`src/rtl/pipelined_rca_pkg.sv`:
```
// Shared configuration helpers for the pipelined ripple-carry adder.
// Optional signed-overflow output is enabled with PIPELINED_RCA_OVF_EN.
package pipelined_rca_pkg;

   function automatic int chunk_width(input int width, input int stages);
      return (stages > 0) ? width / stages : width;
   endfunction

   function automatic bit cfg_ok(input int width, input int stages);
      return (stages >= 1) && (width % stages == 0);
   endfunction

endpackage

```
`src/rtl/fulladder.sv`:
```
// Single-bit full adder cell, the building block of every ripple chunk.
module fulladder (
   input  logic a,
   input  logic b,
   input  logic cin,
   output logic sum,
   output logic cout
);

   assign sum  = a ^ b ^ cin;
   assign cout = (a & b) | (cin & (a ^ b));

endmodule

```
`src/rtl/pipelined_rca_chunk.sv`:
```
// Combinational W-bit ripple-carry adder built from a chain of full adders.
module rca_chunk #(
   parameter int W = 4
) (
   input  logic [W-1:0] a,
   input  logic [W-1:0] b,
   input  logic         cin,
   output logic [W-1:0] sum,
   output logic         cout
);

   logic [W:0] c;

   assign c[0] = cin;

   for (genvar i = 0; i < W; i++) begin : g_bit
      fulladder u_fa (
         .a    (a[i]),
         .b    (b[i]),
         .cin  (c[i]),
         .sum  (sum[i]),
         .cout (c[i+1])
      );
   end

   assign cout = c[W];

endmodule

```
`src/rtl/pipelined_rca.sv`:
```
// WIDTH-bit add/sub split into STAGES registered ripple chunks with a valid/ready stall.
// Define PIPELINED_RCA_OVF_EN to add the registered signed-overflow output ovf.
module pipelined_rca
   import pipelined_rca_pkg::*;
#(
   parameter int WIDTH  = 16,
   parameter int STAGES = 4
) (
   input  logic             clk,
   input  logic             rst_n,
   input  logic             in_valid,
   output logic             in_ready,
   input  logic [WIDTH-1:0] a,
   input  logic [WIDTH-1:0] b,
   input  logic             cin,
   input  logic             sub,
   output logic             out_valid,
   input  logic             out_ready,
   output logic [WIDTH-1:0] sum,
   output logic             cout
`ifdef PIPELINED_RCA_OVF_EN
   ,output logic            ovf
`endif
);

   localparam int CHUNK = chunk_width(WIDTH, STAGES);

   if (!cfg_ok(WIDTH, STAGES)) begin : g_cfg_err
      $error("pipelined_rca: STAGES must be >= 1 and divide WIDTH");
   end

   logic              advance;
   logic [WIDTH-1:0]  b_eff;
   logic              c0;
   logic [STAGES:1]   vld_pipe;

   // Global stall: every stage holds together, bubbles are not squeezed out.
   assign advance  = out_ready | ~out_valid;
   assign in_ready = advance;
   assign b_eff    = sub ? ~b : b;
   assign c0       = sub | cin;

   always_ff @(posedge clk or negedge rst_n) begin
      if (!rst_n) begin
         vld_pipe <= '0;
      end else if (advance) begin
         vld_pipe[1] <= in_valid;
         for (int k = 2; k <= STAGES; k++) vld_pipe[k] <= vld_pipe[k-1];
      end
   end

   assign out_valid = vld_pipe[STAGES];

   for (genvar k = 0; k < STAGES; k++) begin : g_stg
      localparam int LO = (k + 1) * CHUNK;
      localparam int IW = WIDTH - k * CHUNK;

      // in_a/in_b: operand bits not yet consumed, current chunk at the bottom
      logic [IW-1:0]    in_a, in_b;
      logic             c_in, c_out;
      logic [CHUNK-1:0] s_c;
      logic [LO-1:0]    s_nxt, s_q;
      logic             c_q;

      if (k == 0) begin : g_src
         assign in_a  = a;
         assign in_b  = b_eff;
         assign c_in  = c0;
         assign s_nxt = s_c;
      end else begin : g_src
         assign in_a  = g_stg[k-1].g_skew.a_q;
         assign in_b  = g_stg[k-1].g_skew.b_q;
         assign c_in  = g_stg[k-1].c_q;
         assign s_nxt = {s_c, g_stg[k-1].s_q};
      end

      rca_chunk #(.W(CHUNK)) u_rca (
         .a    (in_a[CHUNK-1:0]),
         .b    (in_b[CHUNK-1:0]),
         .cin  (c_in),
         .sum  (s_c),
         .cout (c_out)
      );

      always_ff @(posedge clk or negedge rst_n) begin
         if (!rst_n) begin
            s_q <= '0;
            c_q <= 1'b0;
         end else if (advance) begin
            s_q <= s_nxt;
            c_q <= c_out;
         end
      end

      if (k < STAGES - 1) begin : g_skew
         logic [IW-CHUNK-1:0] a_q, b_q;

         always_ff @(posedge clk or negedge rst_n) begin
            if (!rst_n) begin
               a_q <= '0;
               b_q <= '0;
            end else if (advance) begin
               a_q <= in_a[IW-1:CHUNK];
               b_q <= in_b[IW-1:CHUNK];
            end
         end
      end

`ifdef PIPELINED_RCA_OVF_EN
      // The last stage sees the operand MSBs, so overflow is resolved there.
      if (k == STAGES - 1) begin : g_ovf
         always_ff @(posedge clk or negedge rst_n) begin
            if (!rst_n) ovf <= 1'b0;
            else if (advance)
               ovf <= (in_a[CHUNK-1] == in_b[CHUNK-1]) & (s_c[CHUNK-1] != in_a[CHUNK-1]);
         end
      end
`endif
   end

   assign sum  = g_stg[STAGES-1].s_q;
   assign cout = g_stg[STAGES-1].c_q;

endmodule

```
`config.mk`:
```
export PLATFORM = sky130hd
export DESIGN_NAME = pipelined_rca
export DESIGN_NICKNAME = d
export VERILOG_FILES = /design/src/rtl/pipelined_rca_pkg.sv /design/src/rtl/fulladder.sv /design/src/rtl/pipelined_rca_chunk.sv /design/src/rtl/pipelined_rca.sv
export SDC_FILE = /design/constraint.sdc
export NUM_CORES = 1
export LEC_CHECK = 0
export ABC_CLOCK_PERIOD_IN_PS = 5050
export CAP_MARGIN = 0
export CORE_MARGIN = 1.5
export CORE_UTILIZATION = 59
export CTS_CLUSTER_DIAMETER = 50
export DETAILED_ROUTE_END_ITERATION = 12
export GPL_TIMING_DRIVEN = 0
export PLACE_DENSITY = 0.84
export REMOVE_ABC_BUFFERS = 1
export SLEW_MARGIN = 10
export SYNTH_ARGS = -nofsm -noshare
export SYNTH_HDL_FRONTEND = slang
export SYNTH_SLANG_ARGS = --single-unit
```
`constraint.sdc`:
```
create_clock -name clk -period 5.05 [get_ports clk]
set_input_delay 0.505 -clock clk [delete_from_list [all_inputs] [get_ports clk]]
set_output_delay 0.505 -clock clk [all_outputs]
set_load 0.005 [all_outputs]
```
==> flow_metrics.tcl <==
set metrics [dict create \
    slew_viol_final 0 \
    p_clk_share_pct 21.2 \
    diodes 0 \
    critPathMaxStageDelay_ps 1190 \
    pre_cts_slack_ps 934.1 \
    chipWidth_um 87.50 \
    synth.cell_area_um2 4213 \
    root_buffer "clkbuf_8" \
    status "finished clean" \
    critPathRequiredTime_ps 5290 \
    synth_compound_area_share_pct 1.188 \
    yosys-top-cells-area "dfrtp_1 57%, mux2_2 18%, fa_1 7.6%, mux2_4 4.6%, xor2_1 2.3%" \
    synth_top_cells_by_count "96 x dfrtp_1, 68 x mux2_2, 25 x inv_1, 16 x fa_1, 13 x mux2_4" \
    crit_buf_inv 2 \
    p_switching_mw 0.8258 \
    dieHeight_um 87.50 \
    synth_xor_area_share_pct 3.326 \
    hold_path.class "in -> async" \
    vias 2181 \
    setup_viol 0 \
    placed_area_um2 4812 \
    clk_pin_slew_worst_paths_ps 80 \
    seqPwrFrac_pct 44.3 \
    cap_violations 0 \
    timing.fmax_mhz 273.0 \
    cpLargestDelayFamily "adder cells" \
    grt.total_usage_pct 19.13 \
    h-tree-depth 3 \
    syn_to_final_growth_pct 20.97 \
    post_cts_buffers 0 \
    dp_cells 414 \
    power.density_nw_per_um2 579.2 \
    synth-simple-area-share_pct 2.346 \
    drive_gt1_share_pct 29.94 \
    cts_resized 0 \
    synth_adder_area_share_pct 7.603 \
    first_global_vias 2242 \
    synth_cells 276 \
    worst-path-stages 8 \
    gp_congestion 0.6980 \
    cp-end-kind "flop" \
    dr.pass1.iters 4 \
    grt_pass1_wl_mm 10.87 \
    wire_per_inst_um 15.00 \
    grt_max_degree 98 \
    synth-edff-count 0 \
    maxSlewHeadroom_pct 26.95 \
    numClockSinks 96 \
    finalPower_mw 2.952 \
    dp_hpwl_mm 4.139 \
    worstMarginPinSlew_ps 1092 \
    port_buffers 56 \
    path_cells "clkdlybuf4s50_1, xnor2_1, fa_1, fa_1, fa_1, inv_1, fa_1, mux2_4" \
    antenna_found_initial 0 \
    instances_no_fill 430 \
    yosysMostFrequentCell "dfrtp_1" \
    postSynth.asyncResetShare_pct 100.0 \
    nNetsFinal 384 \
    synth_top_family_by_area "multiplexers" \
    yosysTopAreaCell "dfrtp_1" \
    syn_area_per_cell_um2 15.26 \
    drc_errors 0 \
    seq_area_frac_synth_pct 57.02 \
    cts_tree "built" \
    synth_seq_cells 96 \
    drt_iter0_markers 49 \
    synth_flop_cell "dfrtp_1" \
    core-area_um2 6832 \
    clock_path_buffers 2 \
    combPwrFrac_pct 34.5 \
    power.internal_mw 2.126 \
    finalSetupTns_ps 0 \
    clk_latency_ps 360 \
    dieArea_um2 7656 \
    routed_wl_mm 6.452 \
    cts_buffers 9 \
    crit_top_cell "fa_1" \
    row_count 30 \
    final_cell_area_um2 5096 \
    ant_nets 0 \
    startpoint_type "primary input" \
    ctsHoldBuffers 0 \
    avgViaCountPerCell 5.072 \
    initial_utilization_pct 61.67 \
    hold_viol 0 \
    sw_frac_of_total_pct 27.98 \
    ir_drop_v 0.0002972 \
    rsz0062_at_grt "false" \
    skew_ps 6.639 \
    ys.warnings.count 0 \
    muxShareOfSynthArea_pct 23.76 \
    reg2reg_depth 8 \
    synth.distinct_cells 17 \
    ios 57 \
    synth.top_cell.area_share_pct 57.02 \
    crit_path_max_fanout 17 \
    grt-ovfl-total 0 \
    cp_data_arrival_time_ps 3910 \
    period_share_pct 72.53 \
    slowest_stage "clkdlybuf4s50_1" \
    setup_ws_ps 1387 \
    leakage_nw 2.243 \
    criticalPathCategory "in -> reg" \
    period_needed_ps 3663 \
]
power by group through the flow:
stage	logic, mW	clock network (mW)	registers, mW
after floorplan	0.688	0	1.27
after global placement	0.976	0	1.30
after detailed placement	1.03	0	1.32
after CTS	1.04	0.639	1.31
after global routing	1.14	0.672	1.35
final	1.02	0.626	1.31
final timing paths:
check | start | endpoint | slack [ps]
max in group asynchronous | rst_n | g_stg[2].g_skew.b_q[3] | 4310
worst max register to register | g_stg[2].c_q | sum[15] | 2770
worst max-delay path | sub | g_stg[0].s_q[3] | 1390
worst min-delay path | rst_n | sum[6] | 100
min in group clk | vld_pipe[3] | vld_pipe[4] | 480
worst min register to register | vld_pipe[3] | vld_pipe[4] | 480
registers in the layout (all words and copies together) (netlist names):
signal,count
g_stg.g_skew.a_q,24
g_stg.c_q,3
vld_pipe,4
sum,16
g_stg.s_q,24
g_stg.g_skew.b_q,24
cout,1
cell type report:
cell class                 count  area [µm²]
clock inverter                 6       132.6
inverter                      25       93.84
sequential                    96        2402
clock buffer                   9       123.9
timing repair buffer          58       613.1
multi-input combinational    140        1610
tap                           96       120.1
fill                         465        1735
cells in the final DEF, fill, tap and decap left out, types with 2 or more instances in the layout:
master	instances
a21oi_1	10
buf_16	2
bufinv_16	4
clkbuf_8	9
clkdlybuf4s50_1	55
dfrtp_1	96
fa_1	16
inv_1	25
mux2_2	68
mux2_4	13
mux2i_1	4
nor3b_1	10
xnor2_1	5
xor2_1	11
worst register-to-register path: stages, from the launching register on:
cell and delay [ps]:
dfrtp_1 360, inv_1 90, fa_1 190, inv_1 60, fa_1 480, fa_1 420, inv_1 90, fa_1 390
a21oi_1 130
per-stage QoR:
stage / utilization, % / hold slack [ps]
detailed placement: 70.44 / 451.3
finish: 74.60 / 96.80
global placement: 70.07 / 443.7
global route: 74.60 / 139.1
CTS: 74.19 / 110.6
floorplan: - / 209.4
metal layers:
layer  GRT usage [%]  vias up  routed length [µm]
li1                -     1020                   -
met1           27.98     1111                3016
met2           28.11       39                3115
met3           3.128       11                 177
met4           9.524        0                 142
met5               0        -                   0
kinds of logic (layout without fill, tap and decap cells):
logic type	count (synthesis)	in the layout
AO/OA/AOI/OAI	10	10
multiplexers	85	85
buffers and inverters	40	98
XOR/XNOR	16	16
adder cells (fa/ha/maj)	16	16
AND/OR/NAND/NOR	13	13
flip-flops	96	96
No activity file was read; power rests on OpenSTA's default activity.
